### config.mk
export PLATFORM = sky130hd
export DESIGN_NAME = cw_stream_gen
export DESIGN_NICKNAME = d
export VERILOG_FILES = /design/src/rtl/cw_stream_gen.sv
export SDC_FILE = /design/constraint.sdc
export NUM_CORES = 1
export LEC_CHECK = 0
export ABC_AREA = 1
export BUFFER_PORTS_ARGS = -buffer_cell sky130_fd_sc_hd__buf_2
export CORE_ASPECT_RATIO = 0.9
export CORE_MARGIN = 2
export CORE_UTILIZATION = 40
export DETAILED_ROUTE_END_ITERATION = 16
export HOLD_SLACK_MARGIN = 0.06
export PLACE_DENSITY_LB_ADDON = 0.08
export SLEW_MARGIN = 20
export SYNTH_ARGS = -nofsm -noshare
export SYNTH_HDL_FRONTEND = slang
export SYNTH_SLANG_ARGS = --single-unit
### constraint.sdc
create_clock -name i_clk -period 10.05 [get_ports i_clk]
set_input_delay 1.005 -clock i_clk [delete_from_list [all_inputs] [get_ports i_clk]]
set_output_delay 1.005 -clock i_clk [all_outputs]
set_load 0.03 [all_outputs]
### src/rtl/cw_stream_gen.sv
// DFT codebook streamer: beats of LANES samples of w(k,n)=exp(+j*2*pi*k*n/DEPTH) over valid/ready.
// Optional feature macro CW_CONJ_EN adds i_conj, which selects the conjugate codeword (Q=-SIN).
module cw_stream_gen #(
  parameter int unsigned ANTS  = 32,
  parameter int unsigned DEPTH = 64,
  parameter int unsigned IQW   = 16,
  parameter int unsigned LANES = 8
) (
  input  logic                     i_clk,
  input  logic                     i_reset,
  input  logic                     i_enable,
  input  logic                     i_start,
  input  logic [1:0]               i_mode,
`ifdef CW_CONJ_EN
  input  logic                     i_conj,
`endif
  input  logic                     i_tready,
  output logic                     o_tvalid,
  output logic [LANES*2*IQW-1:0]   o_tdata,
  output logic                     o_tlast,
  output logic                     o_sof,
  output logic                     o_eof,
  output logic [$clog2(DEPTH)-1:0] o_beam_idx,
  output logic                     o_busy
);

  localparam int unsigned G     = ANTS / LANES;
  localparam int unsigned KW    = $clog2(DEPTH);
  localparam int unsigned GW    = (G > 1) ? $clog2(G) : 1;
  localparam int unsigned DW    = LANES * 2 * IQW;
  localparam logic [GW-1:0] GLast = GW'(G - 1);
  localparam real Pi  = 3.141592653589793;
  localparam real Amp = real'((64'd1 << (IQW - 1)) - 64'd1);

  typedef enum logic {StIdle, StRun} state_e;

  // Quarter-free full-period tables; amplitude 2^(IQW-1)-1 keeps negation overflow-safe.
  logic signed [IQW-1:0] cos_lut [DEPTH];
  logic signed [IQW-1:0] sin_lut [DEPTH];

  for (genvar p = 0; p < DEPTH; p++) begin : g_lut
    localparam real CosR = Amp * $cos(2.0 * Pi * real'(p) / real'(DEPTH));
    localparam real SinR = Amp * $sin(2.0 * Pi * real'(p) / real'(DEPTH));
    localparam int  CosI = (CosR >= 0.0) ? $rtoi(CosR + 0.5) : -$rtoi(0.5 - CosR);
    localparam int  SinI = (SinR >= 0.0) ? $rtoi(SinR + 0.5) : -$rtoi(0.5 - SinR);
    assign cos_lut[p] = IQW'(CosI);
    assign sin_lut[p] = IQW'(SinI);
  end

  state_e        state_q, state_d;
  logic [1:0]    mode_q, mode_d;
  logic          conj_q, conj_d, conj_in;
  logic [KW-1:0] k_q, k_d, k_step, k_last;
  logic [GW-1:0] g_q, g_d;
  logic          load, clear;
  logic          tlast_n, eof_n;
  logic          tvalid_q, tlast_q, sof_q, eof_q, busy_q;
  logic [DW-1:0] tdata_q, beat_data;
  logic [KW-1:0] n_mod, phase;
  logic signed [IQW-1:0] q_val;

`ifdef CW_CONJ_EN
  assign conj_in = i_conj;
`else
  assign conj_in = 1'b0;
`endif

  // Even/odd beam sets step by two; mode 3 was folded to 0 when latched.
  assign k_step = (mode_q == 2'd0) ? KW'(1) : KW'(2);
  assign k_last = (mode_d == 2'd1) ? KW'(DEPTH - 2) : KW'(DEPTH - 1);

  always_comb begin
    state_d = state_q;
    mode_d  = mode_q;
    conj_d  = conj_q;
    k_d     = k_q;
    g_d     = g_q;
    load    = 1'b0;
    clear   = 1'b0;
    unique case (state_q)
      StIdle: begin
        if (i_start && i_enable) begin
          state_d = StRun;
          mode_d  = (i_mode == 2'd3) ? 2'd0 : i_mode;
          conj_d  = conj_in;
          k_d     = (i_mode == 2'd2) ? KW'(1) : '0;
          g_d     = '0;
          load    = 1'b1;
        end
      end
      StRun: begin
        // o_tvalid is always high in StRun, so i_tready alone marks a transfer.
        if (!i_enable || (i_tready && eof_q)) begin
          state_d = StIdle;
          k_d     = '0;
          g_d     = '0;
          clear   = 1'b1;
        end else if (i_tready) begin
          load = 1'b1;
          if (g_q == GLast) begin
            g_d = '0;
            k_d = k_q + k_step;
          end else begin
            g_d = g_q + GW'(1);
          end
        end
      end
    endcase
  end

  assign tlast_n = (g_d == GLast);
  assign eof_n   = tlast_n && (k_d == k_last);

  // Phase is (k*n) mod DEPTH: KW-bit product keeps only the low bits.
  always_comb begin
    beat_data = '0;
    n_mod     = '0;
    phase     = '0;
    q_val     = '0;
    for (int l = 0; l < LANES; l++) begin
      n_mod = KW'(int'(g_d) * int'(LANES) + l);
      phase = k_d * n_mod;
      q_val = conj_d ? -sin_lut[phase] : sin_lut[phase];
      beat_data[l*2*IQW +: 2*IQW] = {q_val, cos_lut[phase]};
    end
  end

  always_ff @(posedge i_clk) begin
    if (i_reset) begin
      state_q  <= StIdle;
      mode_q   <= 2'd0;
      conj_q   <= 1'b0;
      k_q      <= '0;
      g_q      <= '0;
      tvalid_q <= 1'b0;
      tlast_q  <= 1'b0;
      sof_q    <= 1'b0;
      eof_q    <= 1'b0;
      busy_q   <= 1'b0;
      tdata_q  <= '0;
    end else begin
      state_q <= state_d;
      mode_q  <= mode_d;
      conj_q  <= conj_d;
      k_q     <= k_d;
      g_q     <= g_d;
      if (clear) begin
        tvalid_q <= 1'b0;
        tlast_q  <= 1'b0;
        sof_q    <= 1'b0;
        eof_q    <= 1'b0;
        busy_q   <= 1'b0;
        tdata_q  <= '0;
      end else if (load) begin
        tvalid_q <= 1'b1;
        tlast_q  <= tlast_n;
        sof_q    <= (state_q == StIdle);
        eof_q    <= eof_n;
        busy_q   <= 1'b1;
        tdata_q  <= beat_data;
      end
    end
  end

  assign o_tvalid   = tvalid_q;
  assign o_tdata    = tdata_q;
  assign o_tlast    = tlast_q;
  assign o_sof      = sof_q;
  assign o_eof      = eof_q;
  assign o_beam_idx = k_q;
  assign o_busy     = busy_q;

endmodule

* After elaboration in Yosys (flattened, before gate mapping)
Memories as Yosys holds them, arrays and structs flattened. A register that Yosys moved wholly into a read port is not among the register bits. Cells that the tools add are included.
Word-level totals: ROM bits 16384, word-level logic and storage cells 147, register bits 272, input bits 7, output and inout bits 267, memories 16
Memory list:
- (name not given) | depth 64, width 16, rd ports 1, clocked after memory_dff 1, wr ports 0, RTL line 124 | beat_data[l*2*IQW +: 2*IQW] = {q_val, cos_lut[phase]};
- (name not given) | depth 64, width 16, rd ports 1, clocked after memory_dff 0, wr ports 0, RTL line 123 | q_val = conj_d ? -sin_lut[phase] : sin_lut[phase];
- (name not given) | depth 64, width 16, rd ports 1, clocked after memory_dff 1, wr ports 0, RTL line 124
- (name not given) | depth 64, width 16, rd ports 1, clocked after memory_dff 1, wr ports 0, RTL line 124
- (name not given) | depth 64, width 16, rd ports 1, clocked after memory_dff 0, wr ports 0, RTL line 123
- (name not given) | depth 64, width 16, rd ports 1, clocked after memory_dff 1, wr ports 0, RTL line 124
- 10 more memories
Operators by class: order comparisons 8, equality and inequality tests 6, reductions and logical operators 7, $add $sub $neg 17, $mul 8, multiplexer cells 66, bitwise gates (word level) 9
Operators by type and width (number):
- $mux 16 | 40
- $neg 16->16 | 8
- $ge 7x7->1 const B | 8
- $not 6->7 | 8
- $mul 6x6->6 | 7
- $add 5x3->6 const B | 4
- $mux 6 | 4
- $mux 2 | 8
- $add 5x2->6 const B | 2
- $pmux 6 s2 | 1
- $mux 1 | 10
- $eq 2x2->1 const B | 4
- $add 5x1->6 const B | 1
- $add 6x2->6 | 1
- $eq 6x6->1 | 1
- $mul 6x2->3 | 1
- $pmux 1 s2 | 2
- $pmux 2 s2 | 1
- $logic_and 1x1->1 | 3
- $add 2x1->2 const B | 1
- $eq 2x1->1 const B | 1
- $logic_not 2->1 | 1
- $reduce_or 2->1 | 1
- $logic_not 1->1 | 1
- 2 further kinds | 2

* Longest topological paths before layout
Gate-level depths: netlist (run 1).
word-level depth 14, mapped depth 36, gate-level depth less buffers 35

* Worst setup path before layout (run 1)
No wires, ideal clock.
kind input-to-reg, start point input port i_tready, end point register tdata_q[248] (netlist: o_tdata[248]), path slack 4298 ps, setup time 128 ps, stages on the path 28, data required time 9922 ps, path buffers 5, arrival 5624 ps, cells stage by stage buf_6 > nand2_2 > nand2_1 > o21ai_0 > nand2_1 > o21ai_0 > nor2_1 > buf_2 > buf_2 > nor2_1 > ha_1 > ha_1 > inv_1 > fa_1 > fa_1 > clkbuf_1 > clkbuf_1 > nand2_1 > o21ai_0 > nand3_1 > nand2_1 > inv_1 > ha_1 > nand3_1 > inv_1 > a21oi_1 > xor2_1 > a21oi_1
Between the ends: cells in the longest elaborated chain, start to end 12, elaborated cells on any way between the ends 22, classes of those cells add/sub: 2; mul: 1; mux: 14; bitwise: 1; reduce/logical: 3; memory: 1
RTL lines:
- start, declared | RTL line 17 | input logic i_tready,
- $logic_and 1x1->1 | RTL line 93 | if (!i_enable || (i_tready && eof_q)) begin
- $logic_or 1x1->1 | RTL line 93
- $mux 2 | RTL line 93
- $pmux 2 s2 | RTL line 80 | unique case (state_q)
- $add 5x3->6 | RTL line 121 | n_mod = KW'(int'(g_d) * int'(LANES) + l);
- $mul 6x6->6 | RTL line 122 | phase = k_d * n_mod;
- $not 6->7 (not written as such) | RTL line 123
- $mem_v2 64x16
- $mux 16 (not written as such) (2 in a row) | RTL line 123
- $neg 16->16 | RTL line 123
- $mux 16 | RTL line 123
- end signal, assigned | RTL line 160 | tdata_q <= beat_data;
- end, declared | RTL line 58 | logic [DW-1:0] tdata_q, beat_data;
Several ways; a longest one is shown, not always the timed one. The select of a mux whose other input is x is not followed. A chain may end at the register's enable or synchronous reset.

* Worst setup path after layout (run 1)
start point register mode_q[1], end point register tdata_q[254] (netlist: o_tdata[254])
Between the ends: cells in the longest elaborated chain, start to end 14
RTL lines:
- start, declared | RTL line 51 | logic [1:0] mode_q, mode_d;
- start signal, assigned | RTL line 143 | mode_q <= mode_d;
- $logic_not 2->1 (*) | RTL line 69 | assign k_step = (mode_q == 2'd0) ? KW'(1) : KW'(2);
- $mux 2 (*) | RTL line 69
- $add 6x2->6 (*) | RTL line 102 | k_d = k_q + k_step;
- $mux 6 (*) | RTL line 100 | if (g_q == GLast) begin
- $mux 6 (*) | RTL line 98 | end else if (i_tready) begin
- $mux 6 (*) | RTL line 93
- $pmux 6 s2 (*) | RTL line 80
- $mul 6x6->6 (*) | RTL line 122
- $not 6->7 (not written as such) (*) | RTL line 123
- $mem_v2 64x16 (*)
- $mux 16 (not written as such) (*) (2 in a row) | RTL line 123
- $neg 16->16 | RTL line 123
- $mux 16 (*) | RTL line 123
Mark *: on every way between the ends. The rest lies on a longest branch, timed or not. The select of a mux whose other input is x is not followed.

==> summary.md, run 1 <==
| Metric | Value |
|---|---|
| CP Launch Point | `mode_q[1]$_SDFF_PP0_` |
| Vias in the first global route | `about 24k` |
| Synth Area per Inst | `5.79 um2` |
| Synth top cells by count | `1042 x nand2_1, 503 x o21ai_0, 460 x inv_1` |
| EDFF count, synth | `0` |
| Final hold violation count | `0` |
| Placed Area | `24000 um2` |
| Slew margin rel. | `0.290` |
| Critical path depth | `29` |
| Row count | `just over 80` |
| Area growth, synth to finish | `10.9%` |
| Initial antenna violation count | `1` |
| Hpwl dp | `69.0 mm` |
| CP bufs+invs | `7` |
| Clock transition at path regs | `about 0.060 ns` |
| Synth Flop Type | `dfxtp_1` |
| Drt pass-1 iters | `9` |
| Slew @ Worst Pin | `1.06 ns` |
| Flop2flop setup slack | `roughly 3.2 ns` |
| Max cap viols | `0` |
| Core area | `55900 um2` |
| Slowest cell on the critical path | `fa_1` |
| Via/cell ratio | `~5.4` |
| Wirelength per Cell | `19.7 um` |
| Critical path class | `reg2reg` |
| Clock buffer depth | `3` |
| Post-Synthesis Cells | `3918` |
| Pins Over Slew Limit | `0` |
| PwrDens | `122 nW/um2` |
| Crit path capture type | `flop` |
| Setup_tns | `0 ns` |
| Global route total overflow | `0` |
| Antenna Nets Post-Route | `0` |
| Synth area leaders | `dfxtp_1 22%, nand2_1 17%, o21ai_0 11%, inv_1 7.6%, nor2_1 6.5%` |
| Worst VDD drop | `0.0995 mV` |
| Fin crit share | `0.680` |
| CTS tree | `done` |
| Num CTS Buffers | `34` |
| # hold bufs at CTS | `0` |
| Vias post-DR | `approximately 26k` |
| Async SR Flop Fraction | `0` |
| Post-synthesis sequential area ratio | `0.218` |
| Final setup viols | `0` |
| Crit Reg-Reg Endpoint | `o_tdata[254]$_SDFFE_PP0P_` |
| Max incr delay on CP | `0.63 ns` |
| DRT Wirelength | `93.7 mm` |
| Fill cells | `6284` |
| Die W | `255 um` |
| Final routed DRC violation total | `0` |
| DRT iter0 DRCs | `2664` |
| Clock latency on the worst-skew pair | `0.57 ns` |
| Share of cells above drive strength 1 | `0.118` |
| Worst Path Arrival | `~7.3 ns` |
| Clock Sinks | `between 200 and 250` |
| Fmax | `146 MHz` |
| Most frequent cell after synthesis | `nand2_1` |
| Pleak | `about 14 nW` |
| Total track usage | `0.315` |
| Initial core utilization | `0.406` |
| Worst r2r src | `mode_q[1]$_SDFF_PP0_` |
| Resized cells post-CTS | `0` |
| Hold Crit Class | `reg2reg` |
| Synth top area share | `0.218` |
| Hold slack | `0.467 ns` |
| Power, Total | `3.07 mW` |
| Worst Reg-to-Reg Cells | `29` |
| Design area | `25100 um2` |
| Post-CTS Setup Inserts | `0` |
| # H-tree levels | `2` |
| Largest net degree at the start of global routing | `roughly 160` |
| Post-Synthesis Net Count | `4003` |
| Top cell type by total area after synthesis | `dfxtp_1` |
| Routability Congestion | `0.975` |
| Critical path endpoint | `o_tdata[254]$_SDFFE_PP0P_` |
| Synthesized area | `between 20000 and 25000 um2` |
| I/O Buffers | `273` |
| NumNets Final | `4072` |
| Crit path launch type | `flop` |
| Die Span Y | `230 um` |
| Unrepaired setup endpoints after global routing | `no` |
| Synth Register Bits | `247` |
| Clk_skew | `around 0.024 ns` |
| Max FO, Critical Path | `63` |
| Distinct cells, synth | `64` |
| Status | `finished clean` |
| Die area | `58600 um2` |
| N_diodes | `0` |
| IO Pins | `274` |
| Crit path required time | `10.49 ns` |
| Top delay family on crit path | `adder cells` |
| First-pass GRT wire length | `~140 mm` |
| CTS root buffer | `clkbuf_16` |
| Final worst path period need | `6.84 ns` |
| Synth warn | `0` |
[area by class of cell]
cell class | instances | area [um2] | share of cell area
multi-input combinational | 2912 | 14700 | 0.584
sequential | 247 | 4940 | 0.197
inverter | 485 | 1820 | 0.0725
timing repair buffer | 307 | 1630 | 0.0650
tap | 756 | 946 | 0.0376
clock buffer | 44 | 928 | 0.0369
clock inverter | 16 | 176 | 0.00702
[worst reg2reg max path: cells and delay by family, from the launching register on]
family                     cells  cell delay [ns]
adders and majority gates      7             2.80
DFF                            1             0.33
and+or+nand+nor               15             1.75
buffers and inverters          7             1.84
[cells by family (layout without fill, tap and decap cells)]
family          count (synthesis)  in the layout  share of synthesized area
mux                             4              4                    0.00177
fa+ha+maj                      78             78                     0.0467
simple gates                 1786           1786                      0.328
compound gates               1005           1005                      0.253
buf+inv                       759            852                      0.136
flops                         247            247                      0.218
xor+xnor                       39             39                     0.0165
[how the worst min path moves through the flow]
stage / startpoint / end / slack [ns] / depth (start not counted)
2_1_floorplan: g_q[0]$_SDFF_PP0_ / g_q[0]$_SDFF_PP0_ / 0.52 / 2
3_3_place_gp: o_tlast$_SDFFE_PP0P_ / o_tlast$_SDFFE_PP0P_ / 0.46 / 2
3_5_place_dp: o_sof$_SDFFE_PP0P_ / o_sof$_SDFFE_PP0P_ / 0.46 / 2
4_1_cts: o_sof$_SDFFE_PP0P_ / o_sof$_SDFFE_PP0P_ / 0.47 / 2
5_1_grt: o_sof$_SDFFE_PP0P_ / o_sof$_SDFFE_PP0P_ / 0.50 / 2
6_report: o_sof$_SDFFE_PP0P_ / o_sof$_SDFFE_PP0P_ / 0.47 / 2
[stage by stage]
stage                     setup slack [ns]  utilization  instances
after floorplan                       4.30            -       3918
after global placement                3.05        0.430       4707
after detailed placement              3.00        0.430       4707
after CTS                             3.35        0.450       4767
after global routing                  2.67        0.450       4767
final                                 3.21        0.450       4767
[metal layers]
metal / wire length, um / part of all wire / track usage
met1: 40900 / 0.44 / 0.423
met2: 42200 / 0.45 / 0.506
met3: 6610 / 0.071 / 0.0457
met4: 3910 / 0.042 / 0.121
met5: 10 / 0.00011 / 0
[registers in the layout, summed over array words and instances, names as in the netlist]
signal,count
o_tdata,231
o_beam_idx,6
g_q,2
mode_q,2
conj_q,1
o_eof,1
o_sof,1
o_tlast,1
o_tvalid,1
state_q,1
[power by group]
group          leakage (nW)  switching [mW]  internal (mW)
sequential             2.03          0.0534           1.06
combinational          11.1           0.529          0.199
clock                 0.535           0.514          0.713
total                  13.6            1.10           1.97
[layout by cell type, fill, tap and decap left out, drive strengths merged, types with 35 or more instances in the layout]
master     n
buf      307
inv      478
o21ai    542
dfxtp    247
o21bai    44
o221ai    35
a21oi    186
ha        67
clkbuf    44
nand2   1080
nor2     406
a31oi     44
nand3    238
o211ai    74
No activity file was read; power rests on OpenSTA's default activity.
==> inputs of run 2 (changes only) <==
Clock period 10.05 ns to 6 ns, I/O delays scaled along.
==> run 2 against run 1 <==
  * Cell area grew 1.7%
  * Clock power rose by 60%
  * Critical path type unchanged
  * Die area unchanged
  * Count of clock-buffer cells in the layout fell by 4
  * Non-clock buffer count rose by 56
  * First-iteration DRC count up 4.1%
  * Largest power group unchanged
==> summary.md, run 2 (same netlist as run 1, synthesis figures left out) <==
| Metric | Value |
|---|---|
| Vias post-DR | `about 26k` |
| CTS root buffer | `clkbuf_16` |
| Share of cells above drive strength 1 | `0.130` |
| Pins Over Slew Limit | `0` |
| Initial core utilization | `0.406` |
| # H-tree levels | `1` |
| CTS tree | `done` |
| DRT Wirelength | `around 97 mm` |
| Fin crit share | `0.935` |
| Hpwl dp | `72.4 mm` |
| Drt pass-1 iters | `6` |
| Initial antenna violation count | `3` |
| Unrepaired setup endpoints after global routing | `no` |
| CP Launch Point | `mode_q[1]$_SDFF_PP0_` |
| Global route total overflow | `0` |
| Routability Congestion | `1.02` |
| GR Layer Usage met1 | `0.429` |
| Critical path endpoint | `o_tdata[255]$_SDFFE_PP0P_` |
| Critical path class | `reg2reg` |
| Fmax | `178 MHz` |
| Crit Reg-Reg Endpoint | `o_tdata[255]$_SDFFE_PP0P_` |
| Flop2flop setup slack | `0.39 ns` |
| Clock latency on the worst-skew pair | `~0.64 ns` |
| Commonest non-fill, non-tap cells in the layout | `1039 x nand2_1, 503 x o21ai_0, 459 x inv_1` |
| Total track usage | `0.323` |
| Leading cell type in the layout, fill and taps excluded | `nand2_1` |
| Clock Sinks | `247` |
| Final routed DRC violation total | `0` |
| Post-CTS Setup Inserts | `0` |
| Wirelength per Cell | `20.1 um` |
| Hold Crit Class | `in2reg` |
| Design area | `25600 um2` |
| Final hold violation count | `0` |
| Core area | `55900 um2` |
| Setup_tns | `0 ns` |
| Die Span Y | `230 um` |
| Final worst path period need | `5.61 ns` |
| First-pass GRT wire length | `146 mm` |
| Crit path required time | `6.51 ns` |
| Clock buffer depth | `3` |
| I/O Buffers | `273` |
| Gr busiest metal | `met2` |
| Area growth, synth to finish | `12.7%` |
| Num CTS Buffers | `30` |
| Worst VDD drop | `0.236 mV` |
| Worst Path Arrival | `between 6 and 7 ns` |
| Hold slack | `about 0.34 ns` |
| Largest net degree at the start of global routing | `214` |
| Slew @ Worst Pin | `about 1.1 ns` |
| Slew margin rel. | `0.268` |
| Die area | `58600 um2` |
| Antenna Nets Post-Route | `0` |
| Crit path capture type | `flop` |
| Crit path launch type | `flop` |
| Placed Area | `approximately 24000 um2` |
| Final setup viols | `0` |
| NumNets Final | `4124` |
| Clock transition at path regs | `0.07 ns` |
| IO Pins | `between 200 and 300` |
| Clk_skew | `approximately 0.026 ns` |
| Max cap viols | `0` |
| Row count | `82` |
| Pleak | `13.9 nW` |
| PwrDens | `between 150 and 200 nW/um2` |
| Finished Core Util | `0.457` |
| Routing usage on met2 | `0.512` |
| Via/cell ratio | `5.46` |
| Max FFs per register | `approximately 230` |
| DRT iter0 DRCs | `2774` |
| Worst Reg-to-Reg Cells | `27` |
| Die W | `255 um` |
| Worst r2r src | `mode_q[1]$_SDFF_PP0_` |
| Met3 usage in global routing | `0.0454` |
| Max FO, Critical Path | `20` |
| Status | `finished clean` |
| Vias in the first global route | `24.2k` |
[run 2: cell count changes in the layout (fill, tap and decap cells not counted), moves of 2 or more]
cell,change
buf_4,+53
clkbuf_16,-4
buf_12,+3
bufinv_16,+2
clkinvlp_4,+2
inv_8,-2
nand2_4,-2
nand2_8,+2
[run 2: worst max-delay path: stages, from the launching register on]
cell	delay, ns
dfxtp_1	0.32
nor2_1	0.06
ha_1	0.20
fa_1	0.39
nand4_1	0.15
nand3_2	0.17
nand2_8	0.18
inv_1	0.12
fa_1	0.54
inv_1	0.04
ha_1	0.26
inv_1	0.05
fa_1	0.55
fa_2	0.71
inv_1	0.11
buf_4	0.23
o21ai_0	0.40
inv_1	0.09
nand2_1	0.08
nand2_1	0.14
nand2_1	0.11
nor2_1	0.05
nand3_1	0.14
nand2_2	0.10
nand3_1	0.09
nand2_1	0.05
nor2_1	0.11
nor2_1	0.05
[run 2: area by class of cell]
class                      count  area, um2
fill                        6184      30300
sequential                   247       4940
clock inverter                15        220
multi-input combinational   2912      14700
tap                          756        946
clock buffer                  40        828
inverter                     485       1820
antenna                        1       2.50
timing repair buffer         363       2090
[run 2: per-stage QoR]
| step | cells | power (mW) | worst slack, ns |
|---|---|---|---|
| final | 4819 | 5.08 | 0.392 |
| after global routing | 4818 | 5.30 | 0.00148 |
| after CTS | 4818 | 5.12 | 0.343 |
| after detailed placement | 4763 | 3.13 | 0.293 |
| after global placement | 4763 | 3.13 | 0.379 |
| after floorplan | 3918 | 2.74 | 0.466 |
[run 2: timing repair]
item	CTS	global route
gates resized for setup	0	4
hold buffers	0	0
hold endpoints to repair	0	0
setup endpoints to repair	0	11
[run 2: report_power, final]
part	switching (mW)	total, mW	internal (mW)
sequential	0.0896	1.86	1.77
combinational	0.902	1.24	0.342
clock	0.829	1.97	1.15
[run 2: per-layer routing]
metal	wire, um	part of all wire
met3	7270	0.075
met4	5300	0.055
met2	42500	0.44
met5	0	0
met1	41800	0.43
[run 2: how the worst min path moves through the flow]
| stage | slack, ns | cells past startpoint | end | from |
|---|---|---|---|---|
| 6_report | 0.34 | 2 | o_beam_idx[2]$_SDFF_PP0_ | i_reset |
| 2_1_floorplan | 0.52 | 2 | g_q[0]$_SDFF_PP0_ | g_q[0]$_SDFF_PP0_ |
| 3_5_place_dp | 0.46 | 2 | o_tdata[140]$_SDFFE_PP0P_ | o_tdata[140]$_SDFFE_PP0P_ |
| 4_1_cts | 0.30 | 2 | o_beam_idx[2]$_SDFF_PP0_ | i_reset |
| 5_1_grt | 0.33 | 2 | o_beam_idx[2]$_SDFF_PP0_ | i_reset |
| 3_3_place_gp | 0.45 | 2 | o_sof$_SDFFE_PP0P_ | o_sof$_SDFFE_PP0P_ |
